$ cat src/rtl/ahb_pkg.sv
// Shared AHB-Lite encodings, default address map and default-slave state type
// for the single-master interconnect.
package ahb_pkg;

  localparam logic [1:0] HTRANS_IDLE   = 2'b00;
  localparam logic [1:0] HTRANS_BUSY   = 2'b01;
  localparam logic [1:0] HTRANS_NONSEQ = 2'b10;
  localparam logic [1:0] HTRANS_SEQ    = 2'b11;

  localparam logic [1:0] HRESP_OKAY  = 2'b00;
  localparam logic [1:0] HRESP_ERROR = 2'b01;

  localparam logic [31:0] DEF_S0_BASE = 32'h2000_0000;
  localparam logic [31:0] DEF_S0_MASK = 32'hFFFF_0000;
  localparam logic [31:0] DEF_S1_BASE = 32'h4000_0000;
  localparam logic [31:0] DEF_S1_MASK = 32'hFFFF_F000;
  localparam logic [31:0] DEF_S2_BASE = 32'h4000_1000;
  localparam logic [31:0] DEF_S2_MASK = 32'hFFFF_F000;

  typedef enum logic [1:0] {
    DsIdle,
    DsErr1,
    DsErr2
  } ds_state_e;

endpackage

$ cat src/rtl/ahb_lite_interconnect_if.sv
// AHB-Lite bus bundle: master-side signals plus the flattened per-slave select
// and response vectors seen by the interconnect.
interface ahb_lite_interconnect_if #(
  parameter int unsigned NUM_SLAVES = 3
);
  logic [31:0]              HADDR;
  logic [1:0]               HTRANS;
  logic                     HWRITE;
  logic [2:0]               HSIZE;
  logic [2:0]               HBURST;
  logic [3:0]               HPROT;
  logic                     HMASTLOCK;
  logic [31:0]              HWDATA;
  logic [31:0]              HRDATA;
  logic                     HREADY;
  logic [1:0]               HRESP;
  logic [NUM_SLAVES-1:0]    HSEL_S;
  logic [32*NUM_SLAVES-1:0] HRDATA_S;
  logic [NUM_SLAVES-1:0]    HREADYOUT_S;
  logic [2*NUM_SLAVES-1:0]  HRESP_S;

  modport master (
    output HADDR, HTRANS, HWRITE, HSIZE, HBURST, HPROT, HMASTLOCK, HWDATA,
    input  HRDATA, HREADY, HRESP
  );

  // Interconnect view: decode inputs and slave responses in, muxed response out.
  modport slave (
    input  HADDR, HTRANS, HRDATA_S, HREADYOUT_S, HRESP_S,
    output HRDATA, HREADY, HRESP, HSEL_S
  );
endinterface

$ cat src/rtl/ahb_default_slave.sv
// Default slave: answers unmapped NONSEQ/SEQ transfers with a two-cycle ERROR
// and keeps a saturating count of those responses.
module ahb_default_slave
  import ahb_pkg::*;
#(
  parameter int unsigned ERRCNT_W = 8
) (
  input  logic                HCLK,
  input  logic                HRESET,
  input  logic                sel,
  output logic                hreadyout,
  output logic [1:0]          hresp,
  output logic [ERRCNT_W-1:0] err_count
);

  ds_state_e           state_q, state_d;
  logic [ERRCNT_W-1:0] cnt_q;

  always_comb begin
    state_d   = state_q;
    hreadyout = 1'b1;
    hresp     = HRESP_OKAY;
    unique case (state_q)
      DsIdle: if (sel) state_d = DsErr1;
      DsErr1: begin
        hreadyout = 1'b0;
        hresp     = HRESP_ERROR;
        state_d   = DsErr2;
      end
      DsErr2: begin
        hresp   = HRESP_ERROR;
        state_d = sel ? DsErr1 : DsIdle;
      end
      default: state_d = DsIdle;
    endcase
  end

  always_ff @(posedge HCLK) begin
    if (HRESET) begin
      state_q <= DsIdle;
      cnt_q   <= '0;
    end else begin
      state_q <= state_d;
      // DsErr1 always exits to DsErr2, so landing in it is always a fresh entry.
      if (state_d == DsErr1 && cnt_q != '1) cnt_q <= cnt_q + ERRCNT_W'(1);
    end
  end

  assign err_count = cnt_q;

endmodule

$ cat src/rtl/ahb_lite_interconnect.sv
// Single-master AHB-Lite address decoder and data-phase response multiplexer
// with a built-in ERROR default slave for unmapped accesses.
module ahb_lite_interconnect
  import ahb_pkg::*;
#(
  parameter int unsigned NUM_SLAVES = 3,
  parameter logic [31:0] S0_BASE    = DEF_S0_BASE,
  parameter logic [31:0] S0_MASK    = DEF_S0_MASK,
  parameter logic [31:0] S1_BASE    = DEF_S1_BASE,
  parameter logic [31:0] S1_MASK    = DEF_S1_MASK,
  parameter logic [31:0] S2_BASE    = DEF_S2_BASE,
  parameter logic [31:0] S2_MASK    = DEF_S2_MASK,
  parameter int unsigned ERRCNT_W   = 8
) (
  input  logic                  HCLK,
  input  logic                  HRESET,
  ahb_lite_interconnect_if.slave bus,
  output logic [ERRCNT_W-1:0]   ERR_COUNT
);

  localparam logic [31:0] BASE [3] = '{S0_BASE, S1_BASE, S2_BASE};
  localparam logic [31:0] MASK [3] = '{S0_MASK, S1_MASK, S2_MASK};

  // Data-phase owner: bits [NUM_SLAVES-1:0] slaves, then DEFAULT, then NONE.
  localparam int unsigned SEL_W = NUM_SLAVES + 2;
  localparam logic [SEL_W-1:0] SEL_DEF  = {2'b01, {NUM_SLAVES{1'b0}}};
  localparam logic [SEL_W-1:0] SEL_NONE = {2'b10, {NUM_SLAVES{1'b0}}};

  logic [NUM_SLAVES-1:0] hsel;
  logic                  no_match;
  logic [SEL_W-1:0]      dp_sel_q, dp_sel_d;
  logic [31:0]           hrdata;
  logic                  hready;
  logic [1:0]            hresp;
  logic                  ds_hreadyout;
  logic [1:0]            ds_hresp;

  // Walk from the top index down so the lowest matching slave wins.
  always_comb begin
    hsel = '0;
    for (int i = NUM_SLAVES - 1; i >= 0; i--) begin
      if ((bus.HADDR & MASK[i]) == BASE[i]) begin
        hsel    = '0;
        hsel[i] = 1'b1;
      end
    end
  end

  assign no_match = (hsel == '0) && (bus.HTRANS inside {HTRANS_NONSEQ, HTRANS_SEQ});

  always_comb begin
    dp_sel_d = dp_sel_q;
    if (hready) begin
      if (hsel != '0)    dp_sel_d = {2'b00, hsel};
      else if (no_match) dp_sel_d = SEL_DEF;
      else               dp_sel_d = SEL_NONE;
    end
  end

  always_ff @(posedge HCLK) begin
    if (HRESET) dp_sel_q <= SEL_NONE;
    else        dp_sel_q <= dp_sel_d;
  end

  always_comb begin
    hrdata = '0;
    hready = 1'b1;
    hresp  = HRESP_OKAY;
    for (int i = 0; i < NUM_SLAVES; i++) begin
      if (dp_sel_q[i]) begin
        hrdata = bus.HRDATA_S[32*i +: 32];
        hready = bus.HREADYOUT_S[i];
        hresp  = bus.HRESP_S[2*i +: 2];
      end
    end
    if (dp_sel_q[NUM_SLAVES]) begin
      hready = ds_hreadyout;
      hresp  = ds_hresp;
    end
  end

  ahb_default_slave #(
    .ERRCNT_W(ERRCNT_W)
  ) u_default_slave (
    .HCLK     (HCLK),
    .HRESET   (HRESET),
    .sel      (no_match & hready),
    .hreadyout(ds_hreadyout),
    .hresp    (ds_hresp),
    .err_count(ERR_COUNT)
  );

  assign bus.HSEL_S = hsel;
  assign bus.HRDATA = hrdata;
  assign bus.HREADY = hready;
  assign bus.HRESP  = hresp;

endmodule

$ cat src/flat_wrapper.sv
// flat-port wrapper written by rule: the top's interface ports become plain ports
module ahb_lite_interconnect_flat import ahb_pkg::*;
#(
  parameter int unsigned NUM_SLAVES = 3,
  parameter logic [31:0] S0_BASE    = DEF_S0_BASE,
  parameter logic [31:0] S0_MASK    = DEF_S0_MASK,
  parameter logic [31:0] S1_BASE    = DEF_S1_BASE,
  parameter logic [31:0] S1_MASK    = DEF_S1_MASK,
  parameter logic [31:0] S2_BASE    = DEF_S2_BASE,
  parameter logic [31:0] S2_MASK    = DEF_S2_MASK,
  parameter int unsigned ERRCNT_W   = 8
)
  (HCLK, HRESET, ERR_COUNT, bus_HADDR, bus_HTRANS, bus_HRDATA_S, bus_HREADYOUT_S, bus_HRESP_S, bus_HRDATA, bus_HREADY, bus_HRESP, bus_HSEL_S);
  ahb_lite_interconnect_if #(.NUM_SLAVES(NUM_SLAVES)) bus_i ();
  input  logic HCLK;
  input  logic HRESET;
  output logic [ERRCNT_W-1:0] ERR_COUNT;
  input wire logic [$bits(bus_i.HADDR)-1:0] bus_HADDR;
  input wire logic [$bits(bus_i.HTRANS)-1:0] bus_HTRANS;
  input wire logic [$bits(bus_i.HRDATA_S)-1:0] bus_HRDATA_S;
  input wire logic [$bits(bus_i.HREADYOUT_S)-1:0] bus_HREADYOUT_S;
  input wire logic [$bits(bus_i.HRESP_S)-1:0] bus_HRESP_S;
  output wire logic [$bits(bus_i.HRDATA)-1:0] bus_HRDATA;
  output wire logic [$bits(bus_i.HREADY)-1:0] bus_HREADY;
  output wire logic [$bits(bus_i.HRESP)-1:0] bus_HRESP;
  output wire logic [$bits(bus_i.HSEL_S)-1:0] bus_HSEL_S;
  assign bus_i.HADDR = bus_HADDR;
  assign bus_i.HTRANS = bus_HTRANS;
  assign bus_i.HRDATA_S = bus_HRDATA_S;
  assign bus_i.HREADYOUT_S = bus_HREADYOUT_S;
  assign bus_i.HRESP_S = bus_HRESP_S;
  assign bus_HRDATA = bus_i.HRDATA;
  assign bus_HREADY = bus_i.HREADY;
  assign bus_HRESP = bus_i.HRESP;
  assign bus_HSEL_S = bus_i.HSEL_S;
  ahb_lite_interconnect #(.NUM_SLAVES(NUM_SLAVES), .S0_BASE(S0_BASE), .S0_MASK(S0_MASK), .S1_BASE(S1_BASE), .S1_MASK(S1_MASK), .S2_BASE(S2_BASE), .S2_MASK(S2_MASK), .ERRCNT_W(ERRCNT_W)) u_core (.HCLK(HCLK), .HRESET(HRESET), .bus(bus_i), .ERR_COUNT(ERR_COUNT));
endmodule
$ cat config.mk
export PLATFORM = sky130hd
export DESIGN_NAME = ahb_lite_interconnect_flat
export DESIGN_NICKNAME = d
export VERILOG_FILES = /design/src/rtl/ahb_pkg.sv /design/src/rtl/ahb_lite_interconnect_if.sv /design/src/rtl/ahb_default_slave.sv /design/src/rtl/ahb_lite_interconnect.sv /design/src/flat_wrapper.sv
export SDC_FILE = /design/constraint.sdc
export NUM_CORES = 1
export LEC_CHECK = 0
export ABC_AREA = 0
export CORE_ASPECT_RATIO = 1.4
export CORE_MARGIN = 4
export CORE_UTILIZATION = 28
export CTS_CLUSTER_DIAMETER = 60
export DETAILED_ROUTE_END_ITERATION = 10
export HOLD_SLACK_MARGIN = 0.12
export PLACE_DENSITY = 0.86
export SETUP_SLACK_MARGIN = 0.5
export SYNTH_ARGS = -nofsm -noshare
export SYNTH_HDL_FRONTEND = slang
export SYNTH_HIERARCHICAL = 1
export SYNTH_SLANG_ARGS = --single-unit
$ cat constraint.sdc
create_clock -name HCLK -period 4.8 [get_ports HCLK]
set_input_delay 0.72 -clock HCLK [delete_from_list [all_inputs] [get_ports HCLK]]
set_output_delay 0.72 -clock HCLK [all_outputs]
set_load 0.02 [all_outputs]
==> impl_metrics.py <==
metrics = {
    "route": {
        "vias": 2318,
        "ant_nets": 0,
        "route.detailed.drc": 0,
        "drt-total-wl_um": 7103,
        "wl_per_cell_um": 15.96,
        "firstDrtPassIters": 4,
        "vias_per_cell": 5.209,
        "drt_iter0_markers": 92,
    },
    "placed_design": {
        "dp.cells": 441,
        "dp_hpwl_um": 5855,
        "port_buffers": 173,
        "place_congestion": 0.8308,
    },
    "logic_synthesis": {
        "yosysWarningCount": 6,
        "postSynth.asyncResetShare_pct": 0,
        "yosysUniqueCellTypes": 41,
        "syn-mean-instance-area_um2": 6.882,
        "synth_edf_count": 0,
        "synth-seq-cells": 14,
        "syn_area_um2": 1500,
        "syn_inst": 218,
        "mappedNetlistNets": 364,
        "seq_area_frac_synth_pct": 18.68,
        "yosys_most_used_dff": "dfxtp_1",
    },
    "timing": {
        "max_freq_ghz": 0.3128,
        "fin_crit_sh_pct": 66.60,
        "final.setup_skew_ns": 0.0007760,
        "setup_viol": 0,
        "slew_viol_final": 0,
        "max_slew.worst_pin.slew_ns": 1.081,
        "setup-tns-final_ns": 0,
        "rsz0062_at_grt": "false",
        "min_period_ns": 3.197,
        "slew_headroom_pct": 27.91,
        "finalHoldViolations": 0,
    },
    "worst_setup_path": {
        "critPathArrivalTime_ns": 2.48,
        "crit_fanout": 4,
        "crit_type": "primary input to output port",
        "r2r_cells": 8,
        "crit_path_end_kind": "output port",
        "crit_required_ns": 4.08,
        "start_kind": "primary input",
    },
    "floorplan": {
        "start_util_pct": 28.86,
        "fp-row-count": 31,
        "core-area_um2": 5197,
        "dieArea_um2": 6609,
        "dieWidth_um": 69.86,
        "die_h_um": 94.61,
        "pin_count": 187,
    },
    "clocking": {
        "clock_latency_ns": 0.24,
        "cts_buffer_depth": 2,
        "cts_max_level": 1,
        "root_buffer": "clkbuf_8",
        "cts_resized": 0,
        "postCtsHoldBufs": 0,
        "cts_tree": "built",
        "clock-sinks": 14,
        "cts_buffers": 3,
        "postCtsSetupBuffers": 0,
        "path_clk_slew_ns": 0.06,
    },
    "global_routing": {
        "grt_antenna_before_repair": 0,
        "grt_pass1_wl_um": 10630,
        "grt_pass1_vias": 2217,
        "grt_max_degree": 72,
        "grt.total_usage_pct": 19.31,
        "grt_overflow": 0,
    },
    "pwr": {
        "ir_drop_uv": 213.3,
        "p_int_mw": 0.3086,
        "power.share.clock_pct": 28.2,
        "power.switching_mw": 0.09465,
        "p_leak_nw": 1.101,
        "pwr-share-seq_pct": 32.2,
        "powerDensity_nw_per_um2": 122.0,
        "comb_power_share_pct": 39.5,
        "swShare_pct": 23.47,
    },
    "final_layout": {
        "drive_gt1_share_pct": 3.958,
        "final_nets": 526,
        "final_cells": 445,
        "area_delta_synth_final_pct": 120.4,
        "antennaDiodeCount": 0,
    },
    "status": {
        "status": "finished clean",
    },
    "worst_hold_path": {
        "holdPathStages": 2,
        "hold_class": "register to register",
    },
    "job": {
        "maxCapViolCount": 0,
    },
}
[final cells by class]
cell class | count | area [um2]
clock buffer | 4 | 55.05
fill | 470 | 1892
timing repair buffer | 175 | 1747
multi-input combinational | 179 | 1114
inverter | 7 | 26.28
sequential | 14 | 281.5
tap | 66 | 82.58
[cells by family (layout without fill, tap and decap cells)]
kind of cell,Yosys count,in the layout,share of synthesized area [%]
AOI/OAI and AO/OA,89,89,40.53
muxes,4,4,2.919
other,1,1,0.2500
adders and majority gates,5,5,4.170
and+or+nand+nor,80,80,26.19
DFF,14,14,18.68
buffers and inverters,25,186,7.256
[synth_stat cells (2+ instances only)]
master | count | share of area, %
a21oi_1 | 3 | 1.0
nand2b_1 | 3 | 1.3
mux2_2 | 3 | 2.3
inv_1 | 7 | 1.8
o2bb2ai_1 | 2 | 1.2
nor3_1 | 3 | 1.0
nor2b_1 | 9 | 3.8
a41oi_1 | 2 | 1.2
a221oi_1 | 2 | 1.2
a2111o_1 | 2 | 1.5
nor2_1 | 6 | 1.5
a22oi_1 | 32 | 16
nor3b_1 | 2 | 1.0
and3_1 | 2 | 0.83
a211oi_1 | 3 | 1.5
and3b_1 | 2 | 1.2
nor4_1 | 5 | 2.1
o21ai_0 | 33 | 11
nand2_2 | 2 | 0.83
nand3_1 | 4 | 1.3
nand2_1 | 38 | 9.5
o31ai_1 | 3 | 1.5
dfxtp_1 | 14 | 19
buf_4 | 2 | 1.0
clkbuf_1 | 14 | 3.5
ha_1 | 5 | 4.2
[final timing paths]
check / startpoint / end / slack, ns
min reg2reg: u_core/dp_sel_q[0]$_SDFFE_PP0P_ / u_core/dp_sel_q[0]$_SDFFE_PP0P_ / 0.47
min: u_core/dp_sel_q[0]$_SDFFE_PP0P_ / u_core/dp_sel_q[0]$_SDFFE_PP0P_ / 0.47
max reg2reg: u_core/dp_sel_q[2]$_SDFFE_PP0P_ / u_core/u_default_slave/err_count[7]$_SDFFE_PP0P_ / 1.64
max: bus_HADDR[20] / bus_HSEL_S[2] / 1.60
[cells in the final DEF (no fill, tap or decap), types with 3 or more instances in the layout]
master and count:
clkdlybuf4s50_1 173, nand3_1 4, nor2b_1 8, nor3_1 3
inv_1 7, nor4_1 5, nor2_1 6, nand2b_1 3
mux2_2 3, clkbuf_8 4, a211oi_1 3, o31ai_1 3
nand2_1 38, ha_1 5, o21ai_0 33, a21oi_1 3
a22oi_1 32, dfxtp_1 13
[worst max-delay path, cell delays in order]
cell and delay (ns):
clkdlybuf4s50_1 0.41, nor4_1 0.26, and4_1 0.27, and3_1 0.20, clkdlybuf4s50_1 0.62
[metrics by stage]
step	hold WS [ns]	utilization [%]	cell area (um2)	power [mW]	worst slack, ns
6_report	0.4740	63.60	3306	0.4033	1.603
5_1_grt	0.5113	63.60	3306	0.4255	1.435
2_1_floorplan	0.4373	-	1500	0.1700	2.028
3_5_place_dp	0.4640	62.54	3251	0.2918	1.420
4_1_cts	0.4721	63.60	3306	0.4068	1.601
3_3_place_gp	0.4497	62.54	3251	0.2887	1.492
[power groups by stage]
stage	Combinational [mW]	Sequential, mW	Clock, mW
2_1_floorplan	0.0352	0.135	0
3_3_place_gp	0.157	0.132	0
3_5_place_dp	0.159	0.133	0
4_1_cts	0.160	0.130	0.117
5_1_grt	0.171	0.131	0.123
6_report	0.159	0.130	0.114
[metal layers]
metal	share of wire [%]	track usage (%)
met5	0	0
met2	50	35.33
met4	2.1	5.591
met3	9.2	5.538
met1	38	21.62
[registers in the layout (all words and copies together), names as in the netlist]
register	cells
u_core/dp_sel_q	4
u_core/u_default_slave/state_q	2
u_core/u_default_slave/err_count	8
Note: power is estimated with default switching activity, not from simulation.
